==> config.mk <==
export PLATFORM = sky130hd
export DESIGN_NAME = chopper_sequencer
export DESIGN_NICKNAME = d
export VERILOG_FILES = /design/src/rtl/chopper_sequencer.sv
export SDC_FILE = /design/constraint.sdc
export NUM_CORES = 1
export LEC_CHECK = 0
export ABC_AREA = 1
export BUFFER_PORTS_ARGS = -buffer_cell sky130_fd_sc_hd__buf_2
export CAP_MARGIN = 5
export CORE_ASPECT_RATIO = 1.4
export CORE_MARGIN = 4
export CORE_UTILIZATION = 52
export DETAILED_ROUTE_END_ITERATION = 16
export PLACE_DENSITY_LB_ADDON = 0.1
export SLEW_MARGIN = 5
export SYNTH_ARGS = -nofsm -noshare
export SYNTH_HDL_FRONTEND = slang
export SYNTH_SLANG_ARGS = --single-unit
export TNS_END_PERCENT = 20
==> constraint.sdc <==
create_clock -name clk -period 2.2 [get_ports clk]
set_input_delay 0.11 -clock clk [delete_from_list [all_inputs] [get_ports clk]]
set_output_delay 0.11 -clock clk [all_outputs]
set_load 0.1 [all_outputs]
==> src/rtl/chopper_sequencer.sv <==
// Purpose : fixed-off-time chopper sequencer for a bridge driver (IDLE -> BLANK -> DRIVE -> DECAY -> BLANK ...).
// Latency : drive_on/decay/blanking/state decode directly from the state register; cycle_done/maxon_hit
//           are registered pulses that coincide with the first cycle of the new phase.
// Backpressure: none; enable=0 forces IDLE on the next edge, reset forces IDLE asynchronously.
//
// Ports:
//   clk          sole clock, rising edge
//   reset        asynchronous, active-high
//   enable       1 = run chopper cycles, 0 = return to IDLE with the bridge off
//   overcurrent  current-comparator trip, already synchronous to clk
//   blank_time   blanking length after drive turn-on (phase lasts blank_time+1 cycles)
//   off_time     decay length after a trip (phase lasts off_time+1 cycles)
//   drive_on     bridge drive active (BLANK or DRIVE)
//   decay        high in DECAY
//   blanking     high in BLANK
//   state        IDLE=0, BLANK=1, DRIVE=2, DECAY=3
//   cycle_done   one-cycle pulse on the first BLANK cycle after a DECAY
//
// Optional feature, macro CHOPPER_MAXON_EN:
//   max_on_time  maximum on time measured from BLANK entry, 0 disables the limit
//   maxon_hit    one-cycle pulse on the first DECAY cycle when the limit, not a trip, ended DRIVE
module chopper_sequencer #(
  parameter int WIDTH = 10
) (
  input  logic             clk,
  input  logic             reset,
  input  logic             enable,
  input  logic             overcurrent,
  input  logic [WIDTH-1:0] blank_time,
  input  logic [WIDTH-1:0] off_time,
`ifdef CHOPPER_MAXON_EN
  input  logic [WIDTH-1:0] max_on_time,
  output logic             maxon_hit,
`endif
  output logic             drive_on,
  output logic             decay,
  output logic             blanking,
  output logic [1:0]       state,
  output logic             cycle_done
);

  typedef enum logic [1:0] {
    S_IDLE  = 2'd0,
    S_BLANK = 2'd1,
    S_DRIVE = 2'd2,
    S_DECAY = 2'd3
  } state_t;

  state_t           r_state;
  logic [WIDTH-1:0] r_cnt;
  logic             r_cycle_done;

  logic             w_cnt_zero;
  logic [WIDTH-1:0] w_cnt_dec;
  logic             w_blank_entry;
  logic             w_maxon_trip;

  // Phase counter: loaded on phase entry, counts down and parks at zero.
  assign w_cnt_zero = (r_cnt == '0);
  assign w_cnt_dec  = w_cnt_zero ? '0 : (r_cnt - WIDTH'(1));

  // Every way into BLANK: from IDLE, or from DECAY once its counter has run out.
  assign w_blank_entry = enable &&
                         ((r_state == S_IDLE) || ((r_state == S_DECAY) && w_cnt_zero));

`ifdef CHOPPER_MAXON_EN
  logic [WIDTH-1:0] r_maxon_cnt;
  logic             r_maxon_arm;
  logic             r_maxon_hit;

  // The limit is armed per cycle from the value captured at BLANK entry, so a
  // mid-cycle change of max_on_time only takes effect on the next cycle.
  assign w_maxon_trip = r_maxon_arm && (r_maxon_cnt == '0);

  always_ff @(posedge clk or posedge reset) begin
    if (reset) begin
      r_maxon_cnt <= '0;
      r_maxon_arm <= 1'b0;
      r_maxon_hit <= 1'b0;
    end else begin
      r_maxon_hit <= 1'b0;
      if (!enable) begin
        r_maxon_cnt <= '0;
        r_maxon_arm <= 1'b0;
      end else if (w_blank_entry) begin
        r_maxon_cnt <= max_on_time;
        r_maxon_arm <= (max_on_time != '0);
      end else if ((r_state == S_BLANK) || (r_state == S_DRIVE)) begin
        if (r_maxon_cnt != '0) begin
          r_maxon_cnt <= r_maxon_cnt - WIDTH'(1);
        end
        // Pulse only when the limit is what ends DRIVE on this edge.
        if ((r_state == S_DRIVE) && w_maxon_trip) begin
          r_maxon_hit <= 1'b1;
        end
      end
    end
  end

  assign maxon_hit = r_maxon_hit;
`else
  // Without the limit, DRIVE ends on overcurrent only.
  assign w_maxon_trip = 1'b0;
`endif

  always_ff @(posedge clk or posedge reset) begin
    if (reset) begin
      r_state      <= S_IDLE;
      r_cnt        <= '0;
      r_cycle_done <= 1'b0;
    end else begin
      r_cycle_done <= 1'b0;
      if (!enable) begin
        // enable low wins over every phase, including a DECAY about to finish.
        r_state <= S_IDLE;
        r_cnt   <= '0;
      end else begin
        case (r_state)
          S_IDLE: begin
            r_state <= S_BLANK;
            r_cnt   <= blank_time;
          end
          S_BLANK: begin
            // overcurrent is deliberately ignored here: turn-on spikes are blanked.
            if (w_cnt_zero) begin
              r_state <= S_DRIVE;
            end
            r_cnt <= w_cnt_dec;
          end
          S_DRIVE: begin
            if (overcurrent || w_maxon_trip) begin
              r_state <= S_DECAY;
              r_cnt   <= off_time;
            end else begin
              r_cnt <= w_cnt_dec;
            end
          end
          S_DECAY: begin
            if (w_cnt_zero) begin
              r_state      <= S_BLANK;
              r_cnt        <= blank_time;
              r_cycle_done <= 1'b1;
            end else begin
              r_cnt <= w_cnt_dec;
            end
          end
          default: begin
            r_state <= S_IDLE;
            r_cnt   <= '0;
          end
        endcase
      end
    end
  end

  // Pure decodes of the state register so reset clears them without waiting for an edge.
  assign state      = r_state;
  assign drive_on   = (r_state == S_BLANK) || (r_state == S_DRIVE);
  assign decay      = (r_state == S_DECAY);
  assign blanking   = (r_state == S_BLANK);
  assign cycle_done = r_cycle_done;

endmodule

---- Yosys cells after proc, flatten, opt, wreduce, memory -nomap -nowiden ----
Cells that the tools add are included.
word-level totals
  register bits after elaboration ......... 13
  input bits .............................. 24
  output and inout port bits .............. 6
  word-level logic and storage cells ...... 27
cells by class
  add/sub/neg operators ................... 1
  eq/ne operators ......................... 6
  multiplexer cells ....................... 13
  reduce and logical (&&, ||, !) cells .... 4
operators with widths
  cell                                                    count
  two-way mux 10 bit                                      4
  case mux 10 bit (4 select lines)                        1
  zero test 10 bit                                        1
  subtractor 10 x 1 -> 10 bit (second input constant)     1
  two-way mux 2 bit                                       4
  case mux 2 bit (4 select lines)                         1
  inequality test 3 x 2 -> 1 bit (second input constant)  2
  == test 2 bit (second input constant)                   2
  two-way mux 1 bit                                       3
  inequality test 3 bit (second input constant)           1
  AND reduction 3 bit                                     1
  == test 2 x 1 -> 1 bit (second input constant)          1
  zero test 2 bit                                         1
  logical OR 1 bit                                        1

---- Depth between registers and ports, before layout ----
  word-level depth ........................ 5
  depth in mapped cells ................... 11
  mapped depth without buffers ............ 11

---- Worst setup path before layout ----
Ideal clock, no wire load.
  kind .................................... reg-to-reg
  start point ............................. register r_state[1], in the netlist state[1]
  end point ............................... register r_cnt[2]
  library setup time ...................... 72 ps
  data arrival time ....................... 2708 ps
  required time ........................... 2128 ps
  slack ................................... -580 ps
  cell stages (with the launch flop) ...... 8
  path buffers ............................ 0
  clock period less this slack ............ 2780 ps
  cells stage by stage .................... dfrtp_1 > ha_1 > inv_1 > nand2_1 > nand2_2 > nor2_1 > nor2_1 > nor2_1
between the ends
  longest elaborated chain between the ends .. 3
  elaborated cells between the ends (all ways) .. 6
  those cells by class .................... 3 x eq/ne; 2 x mux; 1 x reduce/logical
RTL lines
  element                           RTL line  text
  start, declared                   49        state_t r_state;
  start signal, assigned            108       r_state <= S_IDLE;
  start signal, assigned            115       r_state <= S_IDLE;
  start signal, assigned            120       r_state <= S_BLANK;
  == test 2 bit                     -
  named net decay                   36        output logic decay,
  case mux 10 bit (4 select lines)  118       case (r_state)
  two-way mux 10 bit                113       if (!enable) begin
  end signal, assigned              121       r_cnt <= blank_time;
  end signal, assigned              128       r_cnt <= w_cnt_dec;
  end signal, assigned              133       r_cnt <= off_time;
  end, declared                     50        logic [WIDTH-1:0] r_cnt;
The timed path passes the listed nets, and every way through them passes these cells.
A chain may end at the register's enable or synchronous reset.

---- Worst setup path in the final report ----
  start point ............................. register r_cnt[0]
  end point ............................... register r_cnt[1]
between the ends
  longest elaborated chain between the ends .. 5
  elaborated cells between the ends (all ways) .. 7
  those cells by class .................... 1 x add/sub; 5 x mux; 1 x reduce/logical
RTL lines
  element                                                          RTL line  text
  subtractor 10 x 1 -> 10 bit or zero test 10 bit (tied branches)  60, 59
  two-way mux 10 bit                                               60        assign w_cnt_dec = w_cnt_zero ? '0 : (r_cnt - WIDTH'(1));
  two-way mux 10 bit, on equally long branches                     139, 131
  case mux 10 bit (4 select lines) (*)                             118
  two-way mux 10 bit (*)                                           113
Mark *: on every way between the ends. The rest lies on a longest branch, timed or not.

==> qor.csv <==
metric;value;unit
post-CTS setup buffer count;0;
vias;1250;
met1 wire length;1.27;mm
Clock Latency Late Sink;0.29;ns
DR WL met3;121;um
yosys warns;0;
Worst Path Required;2.38;ns
Total Power;2.16;mW
Mapped Nets;203;
post-placement setup slack;0.447;ns
DR vias/cell;5.58;
Hold WS;0.0836;ns
die area;3030;um2
setup violators final;0;
Clock H-tree levels;1;
worst vdd ir;1.55;mV
Cell Pwr Density;1610;nW/um2
diode count;0;
Post-Syn Instances;174;
TritonCTS buffer count;3;
Synth cell types;27;
Die Y-Extent;63.5;um
Leak Pwr;0.694;nW
GP Congestion;0.873;
First DRT Iteration DRCs;18;
CP max FO;5;
Slew HR;62.5;%
Layout Cells excl Fill;224;
Seq/Total Area, Yosys;28.4;%
CTS sink count;13;
CP arrival;1.95;ns
Die Width;47.7;um
vias in the first global route;1152;
crit path cell chain;inv_1 > ha_1 > nand2_1 > nor2_2 > nand3_2 > nor2_4 > nand3_2 > nand2_2 > nor2_1 > nor2_1 > nor2_1;
CP delay by family, top;simple AND/OR/NAND/NOR gates;
Synth Area per Inst;6.58;um2
WS Path Type;reg -> reg;
CTS max path bufs;2;
fmax;564;MHz
Final Hold Vio Count;0;
setup slack after layout;0.428;ns
synthesized cell area;1140;um2
TritonRoute pass-1 iters;4;
critical path's slowest cell;dfrtp_1;
post-placement cell count;219;
drt wl/cell;13.1;um
wire length on met2;1.50;mm
Tcrit/Tclk final;80.5;%
final-stage net count;233;
Area after DPL;1300;um2
setup TNS;0;ns
Final Skew;0.00610;ns
Routed WL;2.94;mm
Starting Density;56.7;%
design area;1340;um2
std cell rows;19;
Port-buffer cells;29;
Tightest Pin Transition;0.562;ns
top-level I/O count;30;
DP HPWL;2.23;mm
crit-path max cell delay;0.41;ns
global-route wire length before repair;4.96;mm
Post-CTS Resized;0;
share of cells above drive strength 1;25.1;%
core area;2020;um2
CTS Hold Buffers Added;1;
root buffer cell;clkbuf_4;
worst hold path type;in -> reg;
CP Launch Type;register;
status;finished clean;
initial antenna violation count;0;
CP bufs+invs;1;
cell mode on critical path;nor2_1;
uppermost routed layer;met4;
Worst setup EP type;register;
largest net degree at the start of global routing;21;
Worst-path clk slew;0.09;ns
total of max-cap violations;0;
Syn-to-layout area delta;16.7;%
Detail Route Antenna Nets;0;
DRC viols;0;
Yosys reg bits;13;
Remaining Overflow, GRT;0;
Slew Limit Fails;0;
RSZ-0062 raised after global routing;false;
fin util;66.1;%
Final min period;1.77;ns
overall routing resource usage;21.7;%
CTS tree;yes;
==> worst register-to-register path, cell delays in order, from the launching register on <==
cell and delay [ns]:
dfrtp_1 0.41, inv_1 0.09, ha_1 0.22, nand2_1 0.08, nor2_2 0.14, nand3_2 0.13, nor2_4 0.15, nand3_2 0.14
nand2_2 0.11, nor2_1 0.05, nor2_1 0.08, nor2_1 0.04
==> area by class of cell <==
class | instances | area, um2
multi-input combinational | 134 | 714
inverter | 21 | 78.8
sequential | 13 | 328
clock buffer | 4 | 26.3
tap | 21 | 26.3
timing repair buffer | 31 | 163
fill | 190 | 684
==> layer usage <==
| layer | vias to the layer above | global-route usage, % |
|---|---|---|
| li1 | 627 | - |
| met1 | 588 | 28.0 |
| met2 | 28 | 35.4 |
| met3 | 7 | 1.71 |
| met4 | 0 | 9.09 |
| met5 | - | 0 |
==> path summary, 6_finish.rpt <==
check / depth (start not counted) / end / startpoint / slack, ns
worst min-delay path: 3 / r_cnt[8] / off_time[8] / 0.08
min in group asynchronous: 3 / r_cnt[3] / reset / 0.44
worst max register to register: 11 / r_cnt[1] / r_cnt[0] / 0.43
worst max-delay path: 11 / r_cnt[1] / r_cnt[0] / 0.43
worst min register to register: 3 / cycle_done / r_cnt[8] / 0.64
max in group asynchronous: 3 / state[0] / reset / 1.37
==> power breakdown <==
| part | total, mW | internal [mW] | leakage, nW | switching, mW |
|---|---|---|---|---|
| Combinational | 1.56 | 0.458 | 0.512 | 1.10 |
| Sequential | 0.436 | 0.335 | 0.167 | 0.102 |
| Clock | 0.162 | 0.0705 | 0.0150 | 0.0912 |
==> synth_stat cells <==
master | count | share of area [%]
inv_1 | 18 | 5.9
dfrtp_1 | 13 | 28
o21ai_1 | 5 | 2.2
nand2_1 | 35 | 11
o211ai_1 | 1 | 0.66
a31oi_1 | 1 | 0.55
buf_2 | 1 | 0.44
nand3_2 | 3 | 2.6
or2_1 | 1 | 0.55
nand3_1 | 21 | 9.2
a21oi_1 | 5 | 2.2
nor2_4 | 1 | 0.98
nor2_1 | 22 | 7.2
xor2_1 | 5 | 3.8
ha_1 | 5 | 5.5
clkinv_1 | 1 | 0.33
o21ai_0 | 13 | 5.7
buf_6 | 1 | 0.98
inv_2 | 2 | 0.66
nand3b_1 | 1 | 0.66
clkbuf_1 | 4 | 1.3
nand2_2 | 3 | 1.6
nor3b_1 | 1 | 0.66
nor2_2 | 4 | 2.2
nand4_1 | 5 | 2.7
nor3_1 | 1 | 0.44
o211ai_2 | 1 | 1.1
==> cells in the final DEF, fill, tap and decap left out <==
| cell type | instances |
|---|---|
| a21oi_1 | 5 |
| a31oi_1 | 1 |
| buf_2 | 29 |
| buf_4 | 1 |
| clkbuf_1 | 1 |
| clkbuf_4 | 3 |
| clkinv_1 | 1 |
| dfrtp_1 | 11 |
| dfrtp_2 | 2 |
| dlygate4sd3_1 | 1 |
| ha_1 | 3 |
| ha_2 | 2 |
| inv_1 | 18 |
| inv_2 | 2 |
| nand2_1 | 35 |
| nand2_2 | 3 |
| nand3_1 | 21 |
| nand3_2 | 3 |
| nand3b_1 | 1 |
| nand4_1 | 5 |
| nor2_1 | 22 |
| nor2_2 | 4 |
| nor2_4 | 1 |
| nor3_1 | 1 |
| nor3b_1 | 1 |
| o211ai_1 | 1 |
| o211ai_2 | 1 |
| o21ai_0 | 13 |
| o21ai_1 | 5 |
| or2_1 | 1 |
| xor2_1 | 5 |
==> kinds of logic (layout without fill, tap and decap cells) <==
group / after synthesis / in the layout / share of synthesized area, %
AOI/OAI and AO/OA: 26 / 26 / 12.3
xor gates and xnor gates: 5 / 5 / 3.82
and+or+nand+nor: 98 / 98 / 40.3
DFF: 13 / 13 / 28.4
buffers and inverters: 27 / 56 / 9.62
adders and majority gates: 5 / 5 / 5.46
==> sequential cells by signal (all words and copies together), names as in the netlist <==
register and count:
r_cnt 10, cycle_done 1, state 2
Power figures use the tool's default switching activity.
